$ cat config.mk
export PLATFORM = sky130hd
export DESIGN_NAME = alu_issue
export DESIGN_NICKNAME = d
export VERILOG_FILES = /design/src/rtl/alu_issue.sv
export SDC_FILE = /design/constraint.sdc
export NUM_CORES = 1
export LEC_CHECK = 0
export ABC_AREA = 1
export CAP_MARGIN = 20
export CORE_MARGIN = 5
export CORE_UTILIZATION = 40
export DETAILED_ROUTE_END_ITERATION = 8
export PLACE_DENSITY = 0.77
export SLEW_MARGIN = 20
export SYNTH_ARGS = -nofsm -noshare
export SYNTH_HDL_FRONTEND = slang
export SYNTH_SLANG_ARGS = --single-unit
$ cat constraint.sdc
create_clock -name clk -period 19.6 [get_ports clk]
set_input_delay 2.94 -clock clk [delete_from_list [all_inputs] [get_ports clk]]
set_output_delay 2.94 -clock clk [all_outputs]
set_load 0.02 [all_outputs]
$ cat src/rtl/alu_issue.sv
`default_nettype none
// ============================================================================
// Module   : alu_issue
// Purpose  : RV32I decode/issue stage producing ALU control and operands,
//            registered behind a 2-entry skid buffer.
// Revision : 1.0 - initial release
// ============================================================================
module alu_issue #(
   parameter logic [6:0] RESET_CTL = 7'h00
) (
   input  logic        clk,
   input  logic        reset,
   input  logic        flush,
   input  logic        in_valid,
   output logic        in_ready,
   input  logic [31:0] instr,
   input  logic [31:0] pc,
   input  logic [31:0] imm,
   input  logic [31:0] rs1_data,
   input  logic [31:0] rs2_data,
   input  logic [31:0] csr_rdata,
   output logic        out_valid,
   input  logic        out_ready,
   output logic [6:0]  alu_ctl,
   output logic [31:0] alu_a,
   output logic [31:0] alu_b,
   output logic        illegal
);

   localparam logic [6:0] c_OPC_OP     = 7'b0110011;
   localparam logic [6:0] c_OPC_OPIMM  = 7'b0010011;
   localparam logic [6:0] c_OPC_LOAD   = 7'b0000011;
   localparam logic [6:0] c_OPC_STORE  = 7'b0100011;
   localparam logic [6:0] c_OPC_AUIPC  = 7'b0010111;
   localparam logic [6:0] c_OPC_LUI    = 7'b0110111;
   localparam logic [6:0] c_OPC_JAL    = 7'b1101111;
   localparam logic [6:0] c_OPC_JALR   = 7'b1100111;
   localparam logic [6:0] c_OPC_BRANCH = 7'b1100011;
   localparam logic [6:0] c_OPC_SYSTEM = 7'b1110011;

   localparam logic [3:0] c_ALU_ADD = 4'b0010;
   localparam logic [3:0] c_ALU_SUB = 4'b0110;

   // Payload layout: {illegal, alu_ctl, alu_a, alu_b}
   localparam int c_PAY_W = 72;
   localparam logic [c_PAY_W-1:0] c_RESET_PAY = {1'b0, RESET_CTL, 64'd0};

   typedef enum logic [1:0] {S_EMPTY = 2'd0, S_ONE = 2'd1, S_TWO = 2'd2} state_t;

   state_t               r_state;
   logic                 r_in_ready;
   logic                 r_out_valid;
   logic [c_PAY_W-1:0]   r_out_pay;
   logic [c_PAY_W-1:0]   r_skid_pay;

   logic [6:0]  w_opc;
   logic [2:0]  w_f3;
   logic        w_f7b5;
   logic [6:0]  w_ctl;
   logic [31:0] w_a;
   logic [31:0] w_b;
   logic        w_ill;
   logic [c_PAY_W-1:0] w_dec_pay;
   logic        w_xfer_in;
   logic        w_xfer_out;
   logic        w_unused_instr;

   assign w_opc          = instr[6:0];
   assign w_f3           = instr[14:12];
   assign w_f7b5         = instr[30];
   assign w_unused_instr = ^{instr[31], instr[29:20], instr[11:7]};

   // Shared OP / OP-IMM table; SUB only exists for register-register ops.
   function automatic logic [3:0] f_alu_op(input logic [2:0] f3, input logic f7b5,
                                           input logic sub_ok);
      logic [3:0] op;
      case (f3)
         3'b000:  op = (sub_ok && f7b5) ? 4'b0110 : 4'b0010;
         3'b001:  op = 4'b0100;
         3'b010,
         3'b011:  op = 4'b0111;
         3'b100:  op = 4'b1000;
         3'b101:  op = f7b5 ? 4'b0101 : 4'b0011;
         3'b110:  op = 4'b0001;
         default: op = 4'b0000;
      endcase
      return op;
   endfunction

   always_comb begin
      w_ctl = 7'd0;
      w_a   = 32'd0;
      w_b   = 32'd0;
      w_ill = 1'b0;
      case (w_opc)
         c_OPC_OP: begin
            w_ctl = {3'b000, f_alu_op(w_f3, w_f7b5, 1'b1)};
            w_a   = rs1_data;
            w_b   = rs2_data;
         end
         c_OPC_OPIMM: begin
            w_ctl = {3'b000, f_alu_op(w_f3, w_f7b5, 1'b0)};
            w_a   = rs1_data;
            w_b   = imm;
         end
         c_OPC_LOAD, c_OPC_STORE: begin
            w_ctl = {3'b000, c_ALU_ADD};
            w_a   = rs1_data;
            w_b   = imm;
         end
         c_OPC_AUIPC: begin
            w_ctl = {3'b000, c_ALU_ADD};
            w_a   = pc;
            w_b   = imm;
         end
         c_OPC_LUI: begin
            w_ctl = {3'b000, c_ALU_ADD};
            w_b   = imm;
         end
         c_OPC_JAL, c_OPC_JALR: begin
            w_ctl = {3'b000, c_ALU_ADD};
            w_a   = pc;
            w_b   = 32'd4;
         end
         c_OPC_BRANCH: begin
            w_a = rs1_data;
            w_b = rs2_data;
            case (w_f3)
               3'b000:  w_ctl = {3'b001, c_ALU_SUB};
               3'b001:  w_ctl = {3'b010, c_ALU_SUB};
               3'b100:  w_ctl = {3'b011, c_ALU_SUB};
               3'b101:  w_ctl = {3'b100, c_ALU_SUB};
               3'b110:  w_ctl = {3'b101, c_ALU_SUB};
               3'b111:  w_ctl = {3'b110, c_ALU_SUB};
               default: begin
                  w_ctl = {3'b000, c_ALU_SUB};
                  w_ill = 1'b1;
               end
            endcase
         end
         c_OPC_SYSTEM: begin
            // f3[1:0]==00 (ECALL/EBREAK etc.) passes through as a no-op code.
            case (w_f3[1:0])
               2'b01:   w_ctl = 7'b000_1001;
               2'b10:   w_ctl = 7'b000_1010;
               2'b11:   w_ctl = 7'b000_1011;
               default: w_ctl = 7'd0;
            endcase
            w_a = w_f3[2] ? {27'd0, instr[19:15]} : rs1_data;
            w_b = csr_rdata;
         end
         default: w_ill = 1'b1;
      endcase
   end

   assign w_dec_pay  = {w_ill, w_ctl, w_a, w_b};
   assign w_xfer_in  = in_valid && r_in_ready;
   assign w_xfer_out = r_out_valid && out_ready;

   always_ff @(posedge clk) begin
      if (reset || flush) begin
         r_state     <= S_EMPTY;
         r_in_ready  <= 1'b1;
         r_out_valid <= 1'b0;
         r_out_pay   <= c_RESET_PAY;
      end else begin
         case (r_state)
            S_EMPTY: begin
               if (w_xfer_in) begin
                  r_out_pay   <= w_dec_pay;
                  r_out_valid <= 1'b1;
                  r_state     <= S_ONE;
               end
            end
            S_ONE: begin
               if (w_xfer_in && !w_xfer_out) begin
                  r_skid_pay <= w_dec_pay;
                  r_in_ready <= 1'b0;
                  r_state    <= S_TWO;
               end else if (w_xfer_in) begin
                  r_out_pay <= w_dec_pay;
               end else if (w_xfer_out) begin
                  r_out_pay   <= c_RESET_PAY;
                  r_out_valid <= 1'b0;
                  r_state     <= S_EMPTY;
               end
            end
            S_TWO: begin
               if (w_xfer_out) begin
                  r_out_pay  <= r_skid_pay;
                  r_in_ready <= 1'b1;
                  r_state    <= S_ONE;
               end
            end
            default: begin
               r_state     <= S_EMPTY;
               r_in_ready  <= 1'b1;
               r_out_valid <= 1'b0;
               r_out_pay   <= c_RESET_PAY;
            end
         endcase
      end
   end

   assign in_ready  = r_in_ready;
   assign out_valid = r_out_valid;
   assign illegal   = r_out_pay[71];
   assign alu_ctl   = r_out_pay[70:64];
   assign alu_a     = r_out_pay[63:32];
   assign alu_b     = r_out_pay[31:0];

endmodule
`default_nettype wire

# Word level (Yosys, flattened, before mapping)
# Index checks and enable logic that the tools add are counted.
# Widths: inputs -> output; s select.
word_totals:
  reg_bits: 148
  latch_bits: 0
  ramBits: 0
  rom_bits: 0
  inputBits: 197
  word_cells: 92
  mem_count: 0
classes:
  n_addsub: 0
  mul: 0
  div_mod_pow: 0
  n_lt_le_gt_ge: 0
  eq_ne: 31
  shift: 0
  muxes: 32
  n_bitwise: 3
  reduce_logical: 21
ops:
  columns: ["operator", "n"]
  rows:
  - ["$mux 72", 5]
  - ["$pmux 72 s3", 1]
  - ["$pmux 32 s4", 1]
  - ["$pmux 32 s3", 1]
  - ["$pmux 4 s6", 2]
  - ["$pmux 7 s6", 1]
  - ["$pmux 7 s5", 1]
  - ["$mux 32", 1]
  - ["$eq 7x7->1 const B", 4]
  - ["$eq 7x6->1 const B", 3]
  - ["$eq 7x5->1 const B", 2]
  - ["$eq 3x3->1 const B", 4]
  - ["$ne 2x2->1 const B", 6]
  - ["$pmux 4 s3", 1]
  - ["$reduce_or 6->1", 2]
  - ["$mux 2", 5]
  - ["$reduce_or 5->1", 2]
  - ["$ne 3x3->1 const B", 3]
  - ["$reduce_or 9->1", 1]
  - ["$reduce_and 4->1", 2]
  - ["$eq 7x2->1 const B", 1]
  - ["$mux 1", 7]
  - ["$eq 2x2->1 const B", 3]
  - ["$eq 3x2->1 const B", 2]
  - ["other kinds (16)", 26]

# Logic depth before layout (Yosys ltp)
depth:
  word_depth: 7
  depth_mapped: 12

# Worst setup path after synthesis
# Ideal clock, no wire load.
synth_timing:
  path_type: "input-to-reg"
  from: "input port flush"
  to: "register r_skid_pay[0], enable pin"
  setup_ns: 0.591
  arrival_time_ns: 8.268
  slack_ns: 10.741
  stages: 4
  n_path_buf: 1
  cell_sequence: "nor2_1 > inv_1 > clkbuf_1 > nor3_1"
synth_between:
  elab_chain_cells: 3
synth_rtl:
  columns: ["item", "line", "text"]
  rows:
  - ["start, declared", "13", "input logic flush,"]
  - ["$logic_or 1x1->1", "161", "if (reset || flush) begin"]
  - ["$not 1->1 (no source line)", null, null]
  - ["$reduce_and 3->1 (no source line)", null, null]
  - ["end signal, assigned", "177", "r_skid_pay <= w_dec_pay;"]
  - ["end, declared", "54", "logic [c_PAY_W-1:0] r_skid_pay;"]
# Every way passes these cells.
# A chain may end at the register's enable or synchronous reset.

# Worst setup path in the final report
layout_timing:
  from: "input port instr[2]"
  to: "register r_out_pay[38]"
layout_between:
  elab_chain_cells: 6
  elab_cells_between_ends: 16
  classes_between: "eq/ne: 9; mux: 5; reduce/logical: 2"
layout_rtl:
  columns: ["item", "line", "text"]
  rows:
  - ["start, declared", "16", "input logic [31:0] instr,"]
  - ["$eq 7x7->1 (tied with other cells)", "95", "case (w_opc)"]
  - ["$reduce_or 5->1 (no source line) / $reduce_or 3->1 (equally long branches)", null, null]
  - ["$pmux 32 s3 (*)", "95", null]
  - ["net w_a[6]", "60", "logic [31:0] w_a;"]
  - ["$mux 72", "180", "end else if (w_xfer_in) begin"]
  - ["$mux 72", "176", "if (w_xfer_in && !w_xfer_out) begin"]
  - ["$pmux 72 s3 (*)", "167", "case (r_state)"]
  - ["end signal, assigned", "170", "r_out_pay <= w_dec_pay;"]
  - ["end signal, assigned", "181", "r_out_pay <= w_dec_pay;"]
  - ["end signal, assigned", "183", "r_out_pay <= c_RESET_PAY;"]
  - ["end, declared", "53", "logic [c_PAY_W-1:0] r_out_pay;"]
# Mark *: on every way through the listed nets, which the timed path passes. The rest lies on a longest branch. The select of a mux whose other input is x is not followed.

==> metrics <==
outcome=finished, final reports clean; layout cells sized above 1=8.67%; ys flop type=dfxtp_1; PwrDens=68.1 nW/um^2; FFs w/ async S/R, synth=0%; CTS Hold Buffers Added=0; gpl congestion=0.805; Compound-Gate Fraction of Synth Area=9.88%; Tcrit/Tclk final=27.9%; first-pass GRT wire length=36100 microns; drt wl/cell=15.1 microns; fmax=0.183 GHz; total power=0.727 mW; Global Route Usage Sum=20.6%; I/O Buffers=254; R2R Path End=r_out_pay[71]; most frequent cells in the layout=nand2_1 (516), clkdlybuf4s50_1 (254), a21oi_1 (87); RSZ-0062 raised after global routing=false; Pre-antenna DRT Iters=5; Worst R2R Start=r_state[0]; die area=21400 sq um; Synth Area in Adders=0%; Vias=7216; Die H=146 microns; VDD IR max=0.0000557 V; Routed Antenna Nets=0; Slew Viols, Final=0; antenna violations before repair=0; critical path fanouts, max=34; post-cts gate resize count=0; setup violators final=0; setup tns final=0 ps; Least-Margin Pin Slew=1060 ps; cell area after layout=10700 sq um; Setup crit end kind=flop; DRT Wirelength=22600 microns; synthesized net count=1223; # Max-Cap Violations=0; simple-gate share of the synthesized area=34.2%; XOR/XNOR Fraction of Synth Area=0%; most common cell after layout, fill and taps aside=nand2_1; fin util=58.9%; Via-to-Cell Ratio=4.82; Syn. warnings=0; cts bufs inserted=17; Post-synth EDFFs=72; Worst EP arrival=5790 ps; nets@finish=1453; gr ovfl total=0; r2r setup slk=17140 ps; post-DP HPWL=15300 microns; Worst-path clk slew=60 ps; num ports=271; fillers=1672; mux contribution to synthesized area=0%; CP Class=in -> reg; Worst Skew=10.7 ps; number of global-route vias before repair=6967; Max clock buf depth=2; Synth cell types=29; Seq/Total Area, Yosys=49.5%; CP startpoint=instr[2]; Netlist Area Pre-Place=7440 sq um; DP Area=10100 sq um; Final Hold Vio Count=0; H-tree levels=4; final hold slack=464 ps; Leak=4.29 nW; Critical Path RT=19930 ps; clk_lat worst skew=410 ps; Post-CTS Setup Bufs=0; DR DRC count=0; largest family of logic cells by synthesized area=simple AND/OR/NAND/NOR gates; Core Area=18100 sq um; flops & latches, synth=148; initial DRC count=391; CP endpoint=r_out_pay[38]; pin count of the biggest net entering global routing=77; min Tclk post-route=5470 ps; Area Overhead vs Synth=43.7%; normalized max-slew margin=28.7%; initial core utilization=41.0%; CTS tree=built; die width=146 microns; Gate Count Post-Synth=1026; num rows=49; syn_area_per_cell=7.25 sq um; startpoint types=input pin; diodes inserted=0; HP Class=reg -> reg; CTS Root Cell=clkbuf_16; r2r worst-path depth=11; CTS sink cnt=148
cells by family after synthesis:
kind of cell / Yosys count
compound gates: 126
buf+inv: 114
flops: 148
simple gates: 638
state kept, by name (all words and copies together), names as in the netlist:
register,flops
r_out_pay,72
in_ready,1
r_skid_pay,72
r_state,2
out_valid,1
cells in the mapped netlist (3+ instances only):
cell	number	area share [%]
nor2_1	52	2.6
dfxtp_1	76	20
inv_2	3	0.15
edfxtp_1	72	29
nand3_1	19	1.3
o21ai_0	10	0.67
clkbuf_1	24	1.2
buf_1	5	0.25
nand2_2	42	3.5
inv_1	58	2.9
nor3_1	3	0.20
buf_2	18	1.2
nand2_1	517	26
a21oi_1	88	5.9
a21oi_2	20	2.4
critical path, cell delays in order:
cell	delay, ps
clkdlybuf4s50_1	440
inv_1	100
nand2_1	100
nor2_4	170
nand2_2	440
o21ai_4	1010
nand2_1	130
nand2_1	140
nand2_1	60
nand2_1	70
nand2_1	50
a21oi_1	150
power breakdown:
part	internal, mW	switching [mW]
Clock	0.186	0.128
Combinational	0.0423	0.0432
Sequential	0.326	0.00147
Total	0.555	0.173
metrics by stage:
stage | std cells | worst slack [ps]
4_1_cts | 1498 | 14120
2_1_floorplan | 1026 | 10740
6_report | 1498 | 14130
3_3_place_gp | 1466 | 13800
3_5_place_dp | 1466 | 13690
5_1_grt | 1498 | 13900
area by class of cell:
cell class                 count  area (sq um)  share of cell area (%)
tap                          229           287                    2.68
sequential                   148          3680                    34.5
multi-input combinational    764          3300                    30.9
clock inverter                 8          62.6                   0.585
inverter                      63           238                    2.22
clock buffer                  24           515                    4.82
timing repair buffer         262          2600                    24.4
worst min path at each step:
stage | depth (start not counted) | endpoint | slack [ps] | start
final | 2 | r_out_pay[32] | 460 | r_out_pay[32]
after floorplan | 2 | r_out_pay[66] | 540 | r_out_pay[66]
after global routing | 2 | r_out_pay[7] | 480 | r_out_pay[7]
after global placement | 2 | r_out_pay[39] | 450 | r_out_pay[39]
after detailed placement | 2 | r_out_pay[64] | 450 | r_out_pay[64]
after CTS | 2 | r_out_pay[64] | 460 | r_out_pay[64]
per-layer routing:
layer  part of all wire, %  global-route usage, %  vias up
met3                   4.7                   3.87       20
li1                      -                      -     3686
met4                   1.4                   5.41        0
met5                     0                      0        -
met2                    51                   36.9      170
met1                    43                   25.4     3340
(Power assumes the default switching activity.)
